File: src/rtl/mm_data_arb_pkg.sv
// mm_data_arb_pkg: shared types and helpers for the two-master RAM data-port arbiter.
package mm_data_arb_pkg;

    typedef enum logic {
        MST_CORE   = 1'b0,
        MST_LOADER = 1'b1
    } mst_id_e;

    localparam int MM_ADDR_W = 32;

    typedef struct packed {
        logic [MM_ADDR_W-1:0] addr;
        logic                 we;
        logic [3:0]           be;
        logic [31:0]          wdata;
    } mm_req_t;

    function automatic int lock_cnt_w(int lock_max);
        return $clog2(lock_max + 1);
    endfunction

endpackage

File: src/rtl/mm_data_arb_if.sv
// mm_data_arb_if: one master's request/response bundle toward the data-port arbiter.
interface mm_data_arb_if #(
    parameter int ADDR_WIDTH = 32
) ();
    logic                  req;
    logic                  lock;
    logic [ADDR_WIDTH-1:0] addr;
    logic                  we;
    logic [3:0]            be;
    logic [31:0]           wdata;
    logic                  gnt;
    logic                  rvalid;
    logic [31:0]           rdata;

    modport master (output req, lock, addr, we, be, wdata, input gnt, rvalid, rdata);
    modport slave  (input req, lock, addr, we, be, wdata, output gnt, rvalid, rdata);
endinterface

File: src/rtl/mm_data_arb_sel.sv
// mm_data_arb_sel: combinational winner pick (lock hold, sole requester, contention policy).
// MM_DATA_ARB_RR_EN selects round-robin contention; otherwise master 0 has fixed priority.
module mm_data_arb_sel
    import mm_data_arb_pkg::*;
#(
    parameter int LOCK_MAX   = 16,
    parameter int LOCK_CNT_W = lock_cnt_w(LOCK_MAX)
) (
    input  logic [1:0]            req_i,
    input  logic                  lock_vld_i,
    input  mst_id_e               own_i,
    input  logic [LOCK_CNT_W-1:0] cnt_i,
    output logic                  gnt_o,
    output mst_id_e               id_o,
    output logic                  hold_o
);
    logic    own_req;
    logic    expired;
    logic    both;
    mst_id_e other;
    mst_id_e contend_id;

    assign other   = mst_id_e'(~own_i);
    assign own_req = (own_i == MST_LOADER) ? req_i[1] : req_i[0];
    assign both    = &req_i;
    assign gnt_o   = |req_i;
    assign hold_o  = lock_vld_i && own_req && (cnt_i < LOCK_CNT_W'(LOCK_MAX));
    // An exhausted lock hands contention to the other master in both builds.
    assign expired = lock_vld_i && own_req && !hold_o;

`ifdef MM_DATA_ARB_RR_EN
    assign contend_id = other;
`else
    assign contend_id = MST_CORE;
`endif

    always_comb begin
        id_o = hold_o             ? own_i :
               (expired && both)  ? other :
               both               ? contend_id :
               req_i[1]           ? MST_LOADER : MST_CORE;
    end

endmodule

File: src/rtl/mm_data_arb.sv
// mm_data_arb: shares the RAM data port between core LSU (m0) and loader (m1), with locked RMW.
// Define MM_DATA_ARB_RR_EN for round-robin contention; default build is fixed priority to m0.
module mm_data_arb
    import mm_data_arb_pkg::*;
#(
    parameter int ADDR_WIDTH = 32,
    parameter int LOCK_MAX   = 16
) (
    input  logic                  clk_i,
    input  logic                  rst_ni,
    mm_data_arb_if.slave          m0_if,
    mm_data_arb_if.slave          m1_if,
    output logic [ADDR_WIDTH-1:0] ram_addr_o,
    output logic                  ram_we_o,
    output logic [3:0]            ram_be_o,
    output logic [31:0]           ram_wdata_o,
    input  logic [31:0]           ram_rdata_i
);
    localparam int LOCK_CNT_W = lock_cnt_w(LOCK_MAX);

    logic                  gnt;
    logic                  hold;
    logic                  win_lock;
    mst_id_e               gnt_id;
    mm_req_t               req0, req1, win;
    mst_id_e               own_q, own_d, rid_q, rid_d;
    logic                  lock_q, lock_d;
    logic                  rvalid_q, rvalid_d;
    logic                  rwe_q, rwe_d;
    logic [LOCK_CNT_W-1:0] cnt_q, cnt_d;

    mm_data_arb_sel #(
        .LOCK_MAX  (LOCK_MAX),
        .LOCK_CNT_W(LOCK_CNT_W)
    ) u_sel (
        .req_i     ({m1_if.req, m0_if.req}),
        .lock_vld_i(rvalid_q && lock_q),
        .own_i     (own_q),
        .cnt_i     (cnt_q),
        .gnt_o     (gnt),
        .id_o      (gnt_id),
        .hold_o    (hold)
    );

    assign req0 = '{addr: MM_ADDR_W'(m0_if.addr), we: m0_if.we, be: m0_if.be, wdata: m0_if.wdata};
    assign req1 = '{addr: MM_ADDR_W'(m1_if.addr), we: m1_if.we, be: m1_if.be, wdata: m1_if.wdata};
    assign win      = !gnt ? '0 : (gnt_id == MST_LOADER) ? req1 : req0;
    assign win_lock = (gnt_id == MST_LOADER) ? m1_if.lock : m0_if.lock;

    assign ram_addr_o  = ADDR_WIDTH'(win.addr);
    assign ram_we_o    = win.we;
    assign ram_be_o    = win.be;
    assign ram_wdata_o = win.wdata;

    assign m0_if.gnt    = gnt && (gnt_id == MST_CORE);
    assign m1_if.gnt    = gnt && (gnt_id == MST_LOADER);
    assign m0_if.rvalid = rvalid_q && (rid_q == MST_CORE);
    assign m1_if.rvalid = rvalid_q && (rid_q == MST_LOADER);
    assign m0_if.rdata  = (m0_if.rvalid && !rwe_q) ? ram_rdata_i : '0;
    assign m1_if.rdata  = (m1_if.rvalid && !rwe_q) ? ram_rdata_i : '0;

    always_comb begin
        cnt_d    = hold ? cnt_q + LOCK_CNT_W'(1) : '0;
        own_d    = gnt ? gnt_id : own_q;
        lock_d   = gnt ? win_lock : lock_q;
        rvalid_d = gnt;
        rid_d    = gnt ? gnt_id : rid_q;
        rwe_d    = gnt ? win.we : rwe_q;
    end

    always_ff @(posedge clk_i or negedge rst_ni) begin
        if (!rst_ni) begin
            cnt_q    <= '0;
            own_q    <= MST_LOADER;
            lock_q   <= 1'b0;
            rvalid_q <= 1'b0;
            rid_q    <= MST_CORE;
            rwe_q    <= 1'b0;
        end else begin
            cnt_q    <= cnt_d;
            own_q    <= own_d;
            lock_q   <= lock_d;
            rvalid_q <= rvalid_d;
            rid_q    <= rid_d;
            rwe_q    <= rwe_d;
        end
    end

endmodule

File: src/flat_wrapper.sv
// flat-port wrapper written by rule: the top's interface ports become plain ports
module mm_data_arb_flat import mm_data_arb_pkg::*;
#(
    parameter int ADDR_WIDTH = 32,
    parameter int LOCK_MAX   = 16
)
  (clk_i, rst_ni, ram_addr_o, ram_we_o, ram_be_o, ram_wdata_o, ram_rdata_i, m0_if_req, m0_if_lock, m0_if_addr, m0_if_we, m0_if_be, m0_if_wdata, m0_if_gnt, m0_if_rvalid, m0_if_rdata, m1_if_req, m1_if_lock, m1_if_addr, m1_if_we, m1_if_be, m1_if_wdata, m1_if_gnt, m1_if_rvalid, m1_if_rdata);
  mm_data_arb_if #(.ADDR_WIDTH(ADDR_WIDTH)) m0_if_i ();
  mm_data_arb_if #(.ADDR_WIDTH(ADDR_WIDTH)) m1_if_i ();
  input  logic clk_i;
  input  logic rst_ni;
  output logic [ADDR_WIDTH-1:0] ram_addr_o;
  output logic ram_we_o;
  output logic [3:0] ram_be_o;
  output logic [31:0] ram_wdata_o;
  input  logic [31:0] ram_rdata_i;
  input wire logic [$bits(m0_if_i.req)-1:0] m0_if_req;
  input wire logic [$bits(m0_if_i.lock)-1:0] m0_if_lock;
  input wire logic [$bits(m0_if_i.addr)-1:0] m0_if_addr;
  input wire logic [$bits(m0_if_i.we)-1:0] m0_if_we;
  input wire logic [$bits(m0_if_i.be)-1:0] m0_if_be;
  input wire logic [$bits(m0_if_i.wdata)-1:0] m0_if_wdata;
  output wire logic [$bits(m0_if_i.gnt)-1:0] m0_if_gnt;
  output wire logic [$bits(m0_if_i.rvalid)-1:0] m0_if_rvalid;
  output wire logic [$bits(m0_if_i.rdata)-1:0] m0_if_rdata;
  input wire logic [$bits(m1_if_i.req)-1:0] m1_if_req;
  input wire logic [$bits(m1_if_i.lock)-1:0] m1_if_lock;
  input wire logic [$bits(m1_if_i.addr)-1:0] m1_if_addr;
  input wire logic [$bits(m1_if_i.we)-1:0] m1_if_we;
  input wire logic [$bits(m1_if_i.be)-1:0] m1_if_be;
  input wire logic [$bits(m1_if_i.wdata)-1:0] m1_if_wdata;
  output wire logic [$bits(m1_if_i.gnt)-1:0] m1_if_gnt;
  output wire logic [$bits(m1_if_i.rvalid)-1:0] m1_if_rvalid;
  output wire logic [$bits(m1_if_i.rdata)-1:0] m1_if_rdata;
  assign m0_if_i.req = m0_if_req;
  assign m0_if_i.lock = m0_if_lock;
  assign m0_if_i.addr = m0_if_addr;
  assign m0_if_i.we = m0_if_we;
  assign m0_if_i.be = m0_if_be;
  assign m0_if_i.wdata = m0_if_wdata;
  assign m0_if_gnt = m0_if_i.gnt;
  assign m0_if_rvalid = m0_if_i.rvalid;
  assign m0_if_rdata = m0_if_i.rdata;
  assign m1_if_i.req = m1_if_req;
  assign m1_if_i.lock = m1_if_lock;
  assign m1_if_i.addr = m1_if_addr;
  assign m1_if_i.we = m1_if_we;
  assign m1_if_i.be = m1_if_be;
  assign m1_if_i.wdata = m1_if_wdata;
  assign m1_if_gnt = m1_if_i.gnt;
  assign m1_if_rvalid = m1_if_i.rvalid;
  assign m1_if_rdata = m1_if_i.rdata;
  mm_data_arb #(.ADDR_WIDTH(ADDR_WIDTH), .LOCK_MAX(LOCK_MAX)) u_core (.clk_i(clk_i), .rst_ni(rst_ni), .m0_if(m0_if_i), .m1_if(m1_if_i), .ram_addr_o(ram_addr_o), .ram_we_o(ram_we_o), .ram_be_o(ram_be_o), .ram_wdata_o(ram_wdata_o), .ram_rdata_i(ram_rdata_i));
endmodule
File: config.mk
export PLATFORM = sky130hd
export DESIGN_NAME = mm_data_arb_flat
export DESIGN_NICKNAME = d
export VERILOG_FILES = /design/src/rtl/mm_data_arb_pkg.sv /design/src/rtl/mm_data_arb_if.sv /design/src/rtl/mm_data_arb_sel.sv /design/src/rtl/mm_data_arb.sv /design/src/flat_wrapper.sv
export SDC_FILE = /design/constraint.sdc
export NUM_CORES = 1
export LEC_CHECK = 0
export ABC_AREA = 0
export BUFFER_PORTS_ARGS = -buffer_cell sky130_fd_sc_hd__clkbuf_2
export CAP_MARGIN = 40
export CORE_AREA = 8 8 116 118
export CTS_CLUSTER_SIZE = 25
export DETAILED_ROUTE_END_ITERATION = 8
export DIE_AREA = 0 0 124 126
export PLACE_DENSITY_LB_ADDON = 0.1
export SYNTH_ARGS = -nofsm -noshare
export SYNTH_HDL_FRONTEND = slang
export SYNTH_SLANG_ARGS = --single-unit
File: constraint.sdc
create_clock -name clk_i -period 2.7 [get_ports clk_i]
set_clock_uncertainty 0.05 [all_clocks]
set_input_delay 0.54 -clock clk_i [delete_from_list [all_inputs] [get_ports clk_i]]
set_output_delay 0.54 -clock clk_i [all_outputs]
set_load 0.005 [all_outputs]
# After elaboration in Yosys (flattened, before gate mapping)
# Cells that the tools add are included.
dict set report word_totals {
  regBits 10
  inputBits 176
  word_cells 37
}
dict set report classes {
  n_addsub 1
  n_lt_le_gt_ge 1
  muxes 11
  bitwise 3
  n_reduce_logical 15
}
# cell n
set op_table {}
lappend op_table {{$mux W69} 2}
lappend op_table {{$mux W32} 2}
lappend op_table {{$logic_and A1 B1 Y1} 11}
lappend op_table {{$mux W1} 6}
lappend op_table {{$add A5 B1 Y5 const B} 1}
lappend op_table {{$lt A5 B5 Y1 const B} 1}
lappend op_table {{$mux W5} 1}
lappend op_table {{$not A1 Y1} 3}
lappend op_table {{$logic_not A1 Y1} 2}
lappend op_table {{$reduce_and A2 Y1} 1}
lappend op_table {{$reduce_or A2 Y1} 1}

# Longest topological paths before layout
dict set report logic_depth {
  word_depth 10
  mapped_depth 5
  depth_no_buf 3
}

# Hierarchy
# A second synthesis with hierarchy kept.
dict set report hier_totals {
  hier_cells 307
  hier_area_um2 2244.7
}
# module n_inst cells_per_inst area_per_inst_um2 seq_area_each_um2
set by_module_without_submodules {}
lappend by_module_without_submodules {mm_data_arb 1 300 2193.4 251.5}
lappend by_module_without_submodules {mm_data_arb_sel 1 7 51.3 0.0}

# Worst setup path before layout
# No wires, ideal clock.
dict set report synth_path {
  path_kind {register to output}
  startpoint {register u_core.own_q}
  endpoint {output port ram_addr_o[23]}
  t_arrival_ns 1.485
  setup_slack_ns 0.625
  path_stages_with_launch 5
  n_path_buf 1
  cell_sequence {dfstp_2 -> xnor2_1 -> o31ai_4 -> buf_6 -> a22o_1}
}
dict set report synth_via {
  elab_chain_cells 10
  elab_cells_between_ends 11
}
# item line
set synth_rtl {}
lappend synth_rtl {{from (decl)} mm_data_arb.sv:26} ;# mst_id_e own_q, own_d, rid_q, rid_d;
lappend synth_rtl {{from (signal assigned)} mm_data_arb.sv:81} ;# own_q <= own_d;
lappend synth_rtl {{$mux W1} mm_data_arb_sel.sv:24} ;# assign own_req = (own_i == MST_LOADER) ? req_i[1] : req_i[0];
lappend synth_rtl {{$logic_and A1 B1 Y1} {mm_data_arb_sel.sv:27, mm_data_arb_sel.sv:29}}
lappend synth_rtl {{$logic_and A1 B1 Y1} mm_data_arb_sel.sv:27} ;# assign hold_o = lock_vld_i && own_req && (cnt_i < LOCK_CNT_W'(LOCK_MAX));
lappend synth_rtl {{$logic_not A1 Y1} mm_data_arb_sel.sv:29} ;# assign expired = lock_vld_i && own_req && !hold_o;
lappend synth_rtl {{$logic_and A1 B1 Y1} mm_data_arb_sel.sv:29}
lappend synth_rtl {{$logic_and A1 B1 Y1} mm_data_arb_sel.sv:39} ;# (expired && both) ? other :
lappend synth_rtl {{$mux W1} mm_data_arb_sel.sv:39}
lappend synth_rtl {{$mux W1 *} mm_data_arb_sel.sv:38} ;# id_o = hold_o ? own_i :
lappend synth_rtl {{$mux W69 * (2 in a row)} mm_data_arb.sv:47} ;# assign win = !gnt ? '0 : (gnt_id == MST_LOADER) ? req1 : req0;
lappend synth_rtl {{to (decl)} flat_wrapper.sv:12} ;# output logic [ADDR_WIDTH-1:0] ram_addr_o;
# Mark *: on every way between the ends. The rest lies on a longest branch, timed or not.

# Worst setup path in the final report
dict set report layout_path {
  startpoint {register u_core.own_q}
  endpoint {output port ram_addr_o[26]}
}
# The elaborated chain is that of the path after synthesis.

==> reports/metrics.yaml <==
outcome: "finished clean"
synthesis.yosys.warnings: 0
io_buffers: 312
ys_seq_area_share_pct: 15.3
power_uw: 1060
drt_drc_violations_left: 0
via_count_of_the_first_global_routing_pass: 2736
power.static_leakage_uw: 0.00209
number_of_diodes_added_for_antenna_fixing: 0
core-area_um2: 11700
place_ws_ns: 0.259
post_route_cells_drive_above_1_share_pct: 64.3
postSynthCellCount: 204
endpoint_kind: "primary output"
clk_transition_reported_paths_ns: 0.04
worstPathArrival_ns: 2.03
synthesis.area_per_instance_um2: 8.08
buffers_inserted_during_post_cts_setup_optimization: 0
ioPinCount: 313
synthesis.nets: 381
detail_route.wirelength_um: 11000
worst_ir_drop_vdd_mv: 0.170
post_cts.resized_instances: 0
detail_route.iter0.violations: 106
leading_cell_types_by_total_area_after_synthesis: "a22o_1 37%, and2_1 25%, dfrtp_1 14%, buf_6 4.8%, buf_2 2.4%"
count_of_distinct_cell_types_in_the_synthesized_netlist: 27
final_report_max_slew_violation_count: 0
ant_nets: 0
cts-root-to-sink-buffers: 2
h-tree-depth: 1
rsz0062_at_grt: "no"
grt.total_usage_pct: 12.5
die_area_um2: 15600
worst-slew-pin-transition_ns: 0.503
clock-sinks: 10
power_per_cell_area_nw_per_um2: 312
post_drt_via_cell_ratio: 4.17
die_x_um: 124
die_height_um: 126
post_synth_edffs: 0
post_cts_hold_buffer_count: 0
grt_start_max_net_pins: 72
max_cap_viol_count: 0
synth-main-ff-cell: "dfrtp_1"
reg2reg_from: "u_core.own_q"
endpoints_failing_hold: 0
final.min_clock_period_ns: 2.62
start_util_pct: 14.1
worst_hold_path_type: "in2async"
via_count: 2708
clk_root_buffer_cell: "clkbuf_16"
grt_first_pass_wirelength_um: 15500
area_growth_syn_to_layout_pct: 106
finalWeightedCongestion: 0.827
detailedRoute.firstPassIterationCount: 4
timing.final.crit_share_pct: 97.0
crit_fanout: 70
netlist.top_cell.by_area: "a22o_1"
design.final.nets: 680
clk_latency_ns: 0.23
final_critical_path_setup_slack_ns: 0.0797
rr_worst_depth: 4
total_standard_cell_area_after_synthesis_um2: 1650
detail_route.wl_per_cell_um: 17.0
synth.ff_latch_count: 10
dp_hpwl_um: 9680
grt_antenna_before_repair: 0
layout.cells.most_common: "clkbuf_2"
setup.reg_to_reg.worst_slack_ns: 1.10
tritoncts: "built"
path_class: "reg2out"
cts_buffers: 3
placement_rows: 40
timing.critical_path.required_ns: 2.11
setup-violations-final: 0
setup_tns_ns: 0
worst_slew_margin_rel_pct: 66.3
layout.cells.most_common_list: "312 x clkbuf_2, 69 x a22o_1, 65 x and2_1"
synth_top_area_share_pct: 36.6
r2r_end: "u_core.rwe_q"
fmax_mhz: 382
postSynth.asyncResetShare_pct: 100
critical_path.startpoint_type: "register"
grt_overflow: 0
[cells by family (layout without fill, tap and decap cells)]
family	count (synthesis)	after routing	share of synthesized area, %
simple gates	85	85	30.7
compound gates	78	78	41.4
buf+inv	26	324	9.71
flops	10	10	15.3
xor+xnor	3	3	1.59
fa+ha+maj	1	1	0.759
mux	1	1	0.607
[power by group]
group / leakage (uW) / total [uW] / switching [uW] / internal (uW)
logic: 0.00193 / 620 / 285 / 335
registers: 0.000124 / 172 / 9.92 / 162
clock network: 0.0000382 / 264 / 66.6 / 198
total: 0.00209 / 1060 / 362 / 695
[cell usage after synthesis, types with 2 or more instances]
cell,n
or3_1,2
o21ai_0,3
nand2b_1,2
a22o_1,69
nand2_1,2
nand3_1,2
dfrtp_1,9
clkbuf_1,7
o2bb2ai_1,2
buf_2,8
nor2_1,8
and2_1,65
inv_1,4
buf_6,7
xnor2_1,2
[sequential cells by signal, indices dropped and copies added (netlist names)]
| name | flops |
|---|---|
| u_core.cnt_q | 5 |
| u_core.lock_q | 1 |
| u_core.own_q | 1 |
| u_core.rid_q | 1 |
| u_core.rvalid_q | 1 |
| u_core.rwe_q | 1 |
[critical path, cell delays in order, from the launching register on]
cell and delay, ns:
dfstp_2 0.55, xnor2_1 0.26, o31a_2 0.26, buf_12 0.26, a22o_1 0.26, clkbuf_2 0.14
[layer usage]
metal,part of all wire (%),vias to the layer above,track usage (%)
met2,52,183,24.1
met3,13,4,3.66
met4,0.63,0,2.10
li1,-,1352,-
met5,0,-,0
met1,35,1169,13.0
[worst max path at each step]
| stage | start | end | cells after the start |
|---|---|---|---|
| 6_report | u_core.own_q | ram_addr_o[26] | 5 |
| 2_1_floorplan | u_core.own_q | ram_addr_o[23] | 4 |
| 3_3_place_gp | m1_if_req | ram_wdata_o[10] | 6 |
| 5_1_grt | u_core.own_q | ram_wdata_o[10] | 5 |
| 3_5_place_dp | m1_if_req | ram_wdata_o[10] | 6 |
| 4_1_cts | u_core.own_q | ram_wdata_o[10] | 5 |
[final cells by class]
class                      count  area, um^2
clock buffer                   4        78.8
fill                        1302        8320
timing repair buffer         316        1620
multi-input combinational    168        1240
sequential                    10         251
tap                          147         184
inverter                       4        15.0
[metrics by stage]
step	utilization, %	hold slack [ns]	std cells	area (um^2)
6_report	28.9	0.123	649	3390
5_1_grt	28.9	0.135	649	3390
3_5_place_dp	28.3	0.378	645	3310
4_1_cts	28.9	0.128	649	3390
2_1_floorplan	-	0.194	204	1650
3_3_place_gp	28.3	0.377	645	3310
(Power assumes the default switching activity.)
